[src/rtl/trap_ctrl_pkg.sv]
// -----------------------------------------------------------------------------
// trap_ctrl_pkg
// Shared definitions for the machine-mode trap sequencer: datapath width,
// CSR addresses, exception cause codes, mstatus bit positions, the sequencer
// state encoding and the mtval source selector.
// -----------------------------------------------------------------------------
package trap_ctrl_pkg;

   localparam int XLEN = 32;

   // CSR addresses written by the sequencer
   localparam logic [11:0] CSR_MSTATUS = 12'h300;
   localparam logic [11:0] CSR_MEPC    = 12'h341;
   localparam logic [11:0] CSR_MCAUSE  = 12'h342;
   localparam logic [11:0] CSR_MTVAL   = 12'h343;

   // Synchronous exception cause codes
   localparam logic [3:0] CAUSE_MISAL  = 4'd0;
   localparam logic [3:0] CAUSE_ILLG   = 4'd2;
   localparam logic [3:0] CAUSE_EBREAK = 4'd3;
   localparam logic [3:0] CAUSE_ECALL  = 4'd11;

   // mstatus field positions
   localparam int MSTATUS_MIE    = 3;
   localparam int MSTATUS_MPIE   = 7;
   localparam int MSTATUS_MPP_LO = 11;
   localparam int MSTATUS_MPP_HI = 12;

   typedef enum logic [2:0] {
      S_IDLE    = 3'd0,
      S_MEPC    = 3'd1,
      S_MCAUSE  = 3'd2,
      S_MTVAL   = 3'd3,
      S_MSTATUS = 3'd4,
      S_MRET    = 3'd5,
      S_JUMP    = 3'd6
   } state_t;

   typedef enum logic [1:0] {
      TVAL_ZERO = 2'd0,
      TVAL_PC   = 2'd1,
      TVAL_INST = 2'd2
   } tval_sel_t;

endpackage

[src/rtl/trap_cause_enc.sv]
// -----------------------------------------------------------------------------
// trap_cause_enc
// Combinational priority encoder for the trap cause of the WB instruction.
// Priority: interrupt > misaligned fetch > illegal > ebreak > ecall.
//
// Ports
//   i_int_flag         interrupt tagged on the instruction
//   i_int_code         interrupt cause code
//   i_inst_addr_misal  instruction address misaligned
//   i_is_illg          illegal instruction
//   i_is_ebreak        ebreak
//   i_is_ecall         ecall
//   o_is_int           cause is an interrupt
//   o_code             cause code (low bits of mcause)
//   o_tval_sel         source for mtval
// -----------------------------------------------------------------------------
module trap_cause_enc
   import trap_ctrl_pkg::*;
(
   input  logic       i_int_flag,
   input  logic [3:0] i_int_code,
   input  logic       i_inst_addr_misal,
   input  logic       i_is_illg,
   input  logic       i_is_ebreak,
   input  logic       i_is_ecall,
   output logic       o_is_int,
   output logic [3:0] o_code,
   output tval_sel_t  o_tval_sel
);

   always_comb begin
      o_is_int   = 1'b0;
      o_code     = CAUSE_MISAL;
      o_tval_sel = TVAL_ZERO;
      if (i_int_flag) begin
         o_is_int = 1'b1;
         o_code   = i_int_code;
      end else if (i_inst_addr_misal) begin
         o_code     = CAUSE_MISAL;
         o_tval_sel = TVAL_PC;
      end else if (i_is_illg) begin
         o_code     = CAUSE_ILLG;
         o_tval_sel = TVAL_INST;
      end else if (i_is_ebreak) begin
         o_code = CAUSE_EBREAK;
      end else if (i_is_ecall) begin
         o_code = CAUSE_ECALL;
      end
   end

endmodule

[src/rtl/trap_ctrl.sv]
// -----------------------------------------------------------------------------
// trap_ctrl
// Machine-mode trap / mret sequencer. Accepts a trapping or mret instruction
// from WB while idle, then walks one CSR write per cycle and finishes with a
// single-cycle PC redirect. The pipeline is flushed and fetch held for the
// whole sequence.
//
// Ports
//   clk, rst_n              clock; asynchronous active-high reset
//   wb_valid, wb_pc, wb_inst  WB instruction
//   wb_exp_flag, wb_int_flag  exception / interrupt tags
//   wb_inst_addr_misal, wb_is_illg_inst, wb_is_ecall_inst,
//   wb_is_ebreak_inst, wb_is_mret_inst  trap/return qualifiers
//   int_code                interrupt cause code
//   csr_mtvec/mepc/mstatus  current CSR values (read live in each state)
//   csr_we/waddr/wdata      CSR write port
//   pipe_flush, trap_busy   high in every non-idle state
//   redirect_valid/pc       one-cycle PC redirect
// -----------------------------------------------------------------------------
module trap_ctrl
   import trap_ctrl_pkg::*;
(
   input  logic            clk,
   input  logic            rst_n,
   input  logic            wb_valid,
   input  logic [XLEN-1:0] wb_pc,
   input  logic [XLEN-1:0] wb_inst,
   input  logic            wb_exp_flag,
   input  logic            wb_int_flag,
   input  logic            wb_inst_addr_misal,
   input  logic            wb_is_illg_inst,
   input  logic            wb_is_ecall_inst,
   input  logic            wb_is_ebreak_inst,
   input  logic            wb_is_mret_inst,
   input  logic [3:0]      int_code,
   input  logic [XLEN-1:0] csr_mtvec,
   input  logic [XLEN-1:0] csr_mepc,
   input  logic [XLEN-1:0] csr_mstatus,
   output logic            csr_we,
   output logic [11:0]     csr_waddr,
   output logic [XLEN-1:0] csr_wdata,
   output logic            pipe_flush,
   output logic            redirect_valid,
   output logic [XLEN-1:0] redirect_pc,
   output logic            trap_busy
);

   state_t          r_state;
   state_t          w_next;
   logic [XLEN-1:0] r_pc;
   logic [XLEN-1:0] r_tval;
   logic            r_is_int;
   logic [3:0]      r_code;
   logic            r_is_mret;

   logic            w_is_trap;
   logic            w_accept;
   logic            w_enc_int;
   logic [3:0]      w_enc_code;
   tval_sel_t       w_tval_sel;
   logic [XLEN-1:0] w_tval;

   // Trap entry: stack MIE into MPIE, disable interrupts, enter M-mode.
   function automatic logic [XLEN-1:0] f_mstatus_trap(input logic [XLEN-1:0] ms);
      logic [XLEN-1:0] v;
      v = ms;
      v[MSTATUS_MPIE] = ms[MSTATUS_MIE];
      v[MSTATUS_MIE]  = 1'b0;
      v[MSTATUS_MPP_HI:MSTATUS_MPP_LO] = 2'b11;
      return v;
   endfunction

   // Trap return: restore MIE from MPIE and set MPIE.
   function automatic logic [XLEN-1:0] f_mstatus_mret(input logic [XLEN-1:0] ms);
      logic [XLEN-1:0] v;
      v = ms;
      v[MSTATUS_MIE]  = ms[MSTATUS_MPIE];
      v[MSTATUS_MPIE] = 1'b1;
      return v;
   endfunction

   // Vectored mode (mtvec[1:0]=01) offsets interrupts only by 4*code.
   function automatic logic [XLEN-1:0] f_trap_target(input logic [XLEN-1:0] tvec,
                                                     input logic is_int,
                                                     input logic [3:0] code);
      logic [XLEN-1:0] base;
      base = {tvec[XLEN-1:2], 2'b00};
      if (is_int && (tvec[1:0] == 2'b01))
         base = base + {{(XLEN-6){1'b0}}, code, 2'b00};
      return base;
   endfunction

   trap_cause_enc u_enc (
      .i_int_flag        (wb_int_flag),
      .i_int_code        (int_code),
      .i_inst_addr_misal (wb_inst_addr_misal),
      .i_is_illg         (wb_is_illg_inst),
      .i_is_ebreak       (wb_is_ebreak_inst),
      .i_is_ecall        (wb_is_ecall_inst),
      .o_is_int          (w_enc_int),
      .o_code            (w_enc_code),
      .o_tval_sel        (w_tval_sel)
   );

   // mret only wins when no exception/interrupt is tagged on the instruction.
   assign w_is_trap = wb_exp_flag | wb_int_flag;
   assign w_accept  = (r_state == S_IDLE) && wb_valid && (w_is_trap || wb_is_mret_inst);

   always_comb begin
      case (w_tval_sel)
         TVAL_PC:   w_tval = wb_pc;
         TVAL_INST: w_tval = wb_inst;
         default:   w_tval = '0;
      endcase
   end

   always_ff @(posedge clk or posedge rst_n) begin
      if (rst_n) begin
         r_state   <= S_IDLE;
         r_pc      <= '0;
         r_tval    <= '0;
         r_is_int  <= 1'b0;
         r_code    <= '0;
         r_is_mret <= 1'b0;
      end else begin
         r_state <= w_next;
         if (w_accept) begin
            r_pc      <= wb_pc;
            r_tval    <= w_tval;
            r_is_int  <= w_enc_int;
            r_code    <= w_enc_code;
            r_is_mret <= ~w_is_trap;
         end
      end
   end

   always_comb begin
      w_next = r_state;
      case (r_state)
         S_IDLE:    if (w_accept) w_next = w_is_trap ? S_MEPC : S_MRET;
         S_MEPC:    w_next = S_MCAUSE;
         S_MCAUSE:  w_next = S_MTVAL;
         S_MTVAL:   w_next = S_MSTATUS;
         S_MSTATUS: w_next = S_JUMP;
         S_MRET:    w_next = S_JUMP;
         S_JUMP:    w_next = S_IDLE;
         default:   w_next = S_IDLE;
      endcase
   end

   // Outputs decode from state and latched trap info; mstatus, mtvec and
   // mepc are read live so the values current in each state are used.
   always_comb begin
      csr_we         = 1'b0;
      csr_waddr      = '0;
      csr_wdata      = '0;
      redirect_valid = 1'b0;
      redirect_pc    = '0;
      pipe_flush     = (r_state != S_IDLE);
      trap_busy      = (r_state != S_IDLE);
      case (r_state)
         S_MEPC: begin
            csr_we    = 1'b1;
            csr_waddr = CSR_MEPC;
            csr_wdata = r_pc;
         end
         S_MCAUSE: begin
            csr_we    = 1'b1;
            csr_waddr = CSR_MCAUSE;
            csr_wdata = {r_is_int, {(XLEN-5){1'b0}}, r_code};
         end
         S_MTVAL: begin
            csr_we    = 1'b1;
            csr_waddr = CSR_MTVAL;
            csr_wdata = r_tval;
         end
         S_MSTATUS: begin
            csr_we    = 1'b1;
            csr_waddr = CSR_MSTATUS;
            csr_wdata = f_mstatus_trap(csr_mstatus);
         end
         S_MRET: begin
            csr_we    = 1'b1;
            csr_waddr = CSR_MSTATUS;
            csr_wdata = f_mstatus_mret(csr_mstatus);
         end
         S_JUMP: begin
            redirect_valid = 1'b1;
            redirect_pc    = r_is_mret ? csr_mepc : f_trap_target(csr_mtvec, r_is_int, r_code);
         end
         default: ;
      endcase
   end

endmodule

[config.mk]
export PLATFORM = sky130hd
export DESIGN_NAME = trap_ctrl
export DESIGN_NICKNAME = d
export VERILOG_FILES = /design/src/rtl/trap_ctrl_pkg.sv /design/src/rtl/trap_cause_enc.sv /design/src/rtl/trap_ctrl.sv
export SDC_FILE = /design/constraint.sdc
export NUM_CORES = 1
export LEC_CHECK = 0
export CAP_MARGIN = 10
export CORE_UTILIZATION = 38
export CTS_CLUSTER_SIZE = 20
export DETAILED_ROUTE_END_ITERATION = 16
export PLACE_DENSITY = 0.79
export RECOVER_POWER = 50
export SYNTH_ARGS = -nofsm -noshare
export SYNTH_HDL_FRONTEND = slang
export SYNTH_SLANG_ARGS = --single-unit
export TNS_END_PERCENT = 10
[constraint.sdc]
create_clock -name clk -period 2.2 [get_ports clk]
set_input_delay 0.22 -clock clk [delete_from_list [all_inputs] [get_ports clk]]
set_output_delay 0.22 -clock clk [all_outputs]
set_load 0.01 [all_outputs]
==> results.sh <==
export IMPL_status="finished, violations left"
export IMPL_violations="capacitance limit, slew limit, setup timing"
export IMPL_synth_cell_types=56
export IMPL_cts_tree="done"
export IMPL_drive_above_1_share_pct=20.8
export IMPL_hold_viol_final=0
export IMPL_maxSlewViolCount=74
export IMPL_clock_skew_ns=0.00686
export IMPL_crit_type="flip-flop to output port"
export IMPL_r2r_slack_ns=0.02
export IMPL_ys_ff_latch=73
export IMPL_fp_dieW_um=119
export IMPL_drt_wirelength_per_cell_um=17.6
export IMPL_cp_depth=11
export IMPL_crit_fanout=5
export IMPL_rows=42
export IMPL_yosys_warnings=0
export IMPL_numCtsBuffers=9
export IMPL_start_util_pct=39.3
export IMPL_fin_ws_ns=-0.556
export IMPL_coreArea_um2=13300
export IMPL_cp_arrival_ns=2.54
export IMPL_nets=1078
export IMPL_drt_antenna_violating_nets=0
export IMPL_clk_latency_ns=0.33
export IMPL_min_from="int_code[2]"
export IMPL_crit_required_ns=1.98
export IMPL_syn2layout_area_growth_pct=68.8
export IMPL_synth_top_area_share_pct=34.8
export IMPL_post_route_cell_area_um2=8850
export IMPL_grt_pass1_wl_mm=29.8
export IMPL_cts_sinks=73
export IMPL_synthTopCellsByArea="dfrtp_1, mux2i_1, nand2_1"
export IMPL_ys_top_cells_by_count="nand2_1, dfrtp_1, o21ai_0"
export IMPL_end_kind="output port"
export IMPL_io_pins=254
export IMPL_synthArstFlopShare_pct=100
export IMPL_dieHeight_um=119
export IMPL_path_cells="ha_2, inv_2, fa_2, nor2b_4, o21ai_4, a2111oi_4, buf_4, buf_6, mux2i_1, nand2_1, buf_2"
export IMPL_synth_edf_count=0
export IMPL_rsz0062_at_grt="yes"
export IMPL_gr_usage_all_layers_pct=26.5
export IMPL_max_freq_ghz=0.363
export IMPL_whs_ns=0.465
export IMPL_synth_cells=593
export IMPL_r2r_cells=6
export IMPL_synth_ff_type="dfrtp_1"
export IMPL_maxCapViolCount=1
export IMPL_timing_rr_start="r_state[2]"
export IMPL_setup_viol=32
export IMPL_vdd_drop_max_uv=652
export IMPL_path_clk_slew_ns=0.05
export IMPL_crit_path_top_delay_cell="dfrtp_1"
export IMPL_fp_dieArea_um2=14300
export IMPL_drc=0
export IMPL_wirelength_mm=19.0
export IMPL_tightestPinTransition_ns=1.60
export IMPL_htreeDepth=3
export IMPL_diodes=0
export IMPL_viasPerCell=5.39
export IMPL_first_iter_violations=242
export IMPL_post_route_period_util_pct=125
export IMPL_post_route_min_period_ns=2.76
export IMPL_synth_top_area_cell="dfrtp_1"
export IMPL_hold_path_depth=3
export IMPL_clock_root_buffer="clkbuf_16"
export IMPL_critical_path_top_delay_family="adder cells"
export IMPL_grt_max_degree=74
export IMPL_cts_buffer_depth=2
export IMPL_postPlaceCellArea_um2=8480
export IMPL_port_buffer_count=246
export IMPL_hold_path_class="input pin to flip-flop"
export IMPL_synthesis_area_um2=5240
export IMPL_cpPeakStageDelay_ns=0.37
export IMPL_grt_pass1_vias=5897
export IMPL_synth_yosys_seq_area_share_pct=34.8
export IMPL_power_density_nw_per_um2=958
export IMPL_crit_buf_inv=4
export IMPL_min_to="r_code[2]"
export IMPL_syn_area_per_cell_um2=8.84
export IMPL_antenna_found_initial=0
export IMPL_start_kind="flip-flop"
export IMPL_p_leak_uw=0.00388
export IMPL_r2r_end="r_pc[8]"
export IMPL_total_power_uw=8480
export IMPL_dr_pass1_iters=5
export IMPL_dpl_hpwl_mm=14.5
export IMPL_gr_total_overflow=0
export IMPL_yosysMostFrequentCell="nand2_1"
export IMPL_gp_congestion=0.865
export IMPL_vias=5807
export IMPL_timing_slew_headroom_pct=-6.75
[worst max-delay path by stage]
stage / startpoint / end / slack (ns)
final: r_code[0] / redirect_pc[28] / -0.56
after global routing: r_code[0] / redirect_pc[28] / -0.69
after CTS: r_code[0] / redirect_pc[28] / -0.66
after detailed placement: csr_mtvec[2] / redirect_pc[14] / -1.01
after global placement: csr_mtvec[2] / redirect_pc[14] / -0.98
after floorplan: r_code[0] / redirect_pc[22] / -0.05
[metrics by stage]
step	setup WS, ns	std cells	setup TNS [ns]	utilization [%]
finish	-0.556	1077	-10.08	66.3
global route	-0.687	1077	-15.20	66.3
CTS	-0.663	1077	-12.10	66.3
detailed placement	-1.01	1054	-23.17	63.6
global placement	-0.975	1054	-21.85	63.6
floorplan	-0.0500	599	-0.177	-
[power by group]
group / total [uW] / leakage, uW / internal [uW] / switching, uW
registers: 2160 / 0.000932 / 1860 / 298
logic: 4880 / 0.00280 / 2420 / 2460
clock network: 1440 / 0.000148 / 929 / 511
total: 8480 / 0.00388 / 5210 / 3270
[cell usage in the layout (no fill, tap or decap), drive strengths merged, types with 4 or more instances in the layout]
cell type	instances
dlygate4sd2	28
and4	7
nand4	4
nor2b	7
dlymetal6s2s	9
nor3	7
mux2i	35
nor2	19
o21ai	63
xnor2	21
conb	7
buf	118
a22oi	33
clkbuf	17
clkdlybuf4s50	181
nor4	11
o31ai	33
dfrtp	73
and3	6
nand2	84
nand3	7
a21oi	33
a211oi	10
ha	6
mux2	33
inv	14
[worst register-to-register path, cell delays in order, from the launching register on]
cell,delay (ns)
dfrtp_1,0.47
clkbuf_2,0.34
nor3_2,0.08
buf_4,0.13
nand2_1,0.22
clkbuf_4,0.43
mux2_1,0.39
[per-layer routing]
metal  part of all wire, %  vias up  GRT usage [%]
met2                    52      236           48.3
li1                      -     2757              -
met5                     0        -              0
met4                   1.5        0           8.75
met1                    39     2792           30.9
met3                   7.0       22           5.08
[registers in the layout (all words and copies together) (netlist names)]
signal,cells
r_pc,32
r_tval,32
r_code,4
r_state,3
r_is_int,1
r_is_mret,1
[final cells by class]
type                            instances  area, um2
Inverter                               15       56.3
Sequential cell                        73       1830
Clock inverter                          3       40.0
Timing Repair Buffer                  344       3150
Multi-Input combinational cell        454       3300
Fill cell                            1087       4500
Clock buffer                           12        256
Tap cell                              176        220
[cell families (layout without fill, tap and decap cells)]
family / count (synthesis) / count (layout) / synth area share (%)
compound gates: 190 / 190 / 23.7
xor+xnor: 24 / 24 / 4.01
fa+ha+maj: 7 / 7 / 1.81
buf+inv: 72 / 374 / 6.30
flops: 73 / 73 / 34.8
mux: 68 / 68 / 13.8
other cells: 1 / 7 / 0.0715
simple gates: 158 / 158 / 15.5
[timing repair]
| item | CTS | global route |
|---|---|---|
| pin swaps | 26 | 13 |
| hold buffers | 0 | 0 |
| buffers inserted | 8 | 0 |
| setup endpoints to repair | 61 | 40 |
| resized for setup | 150 | 23 |
Note: power is estimated with default switching activity, not from simulation.
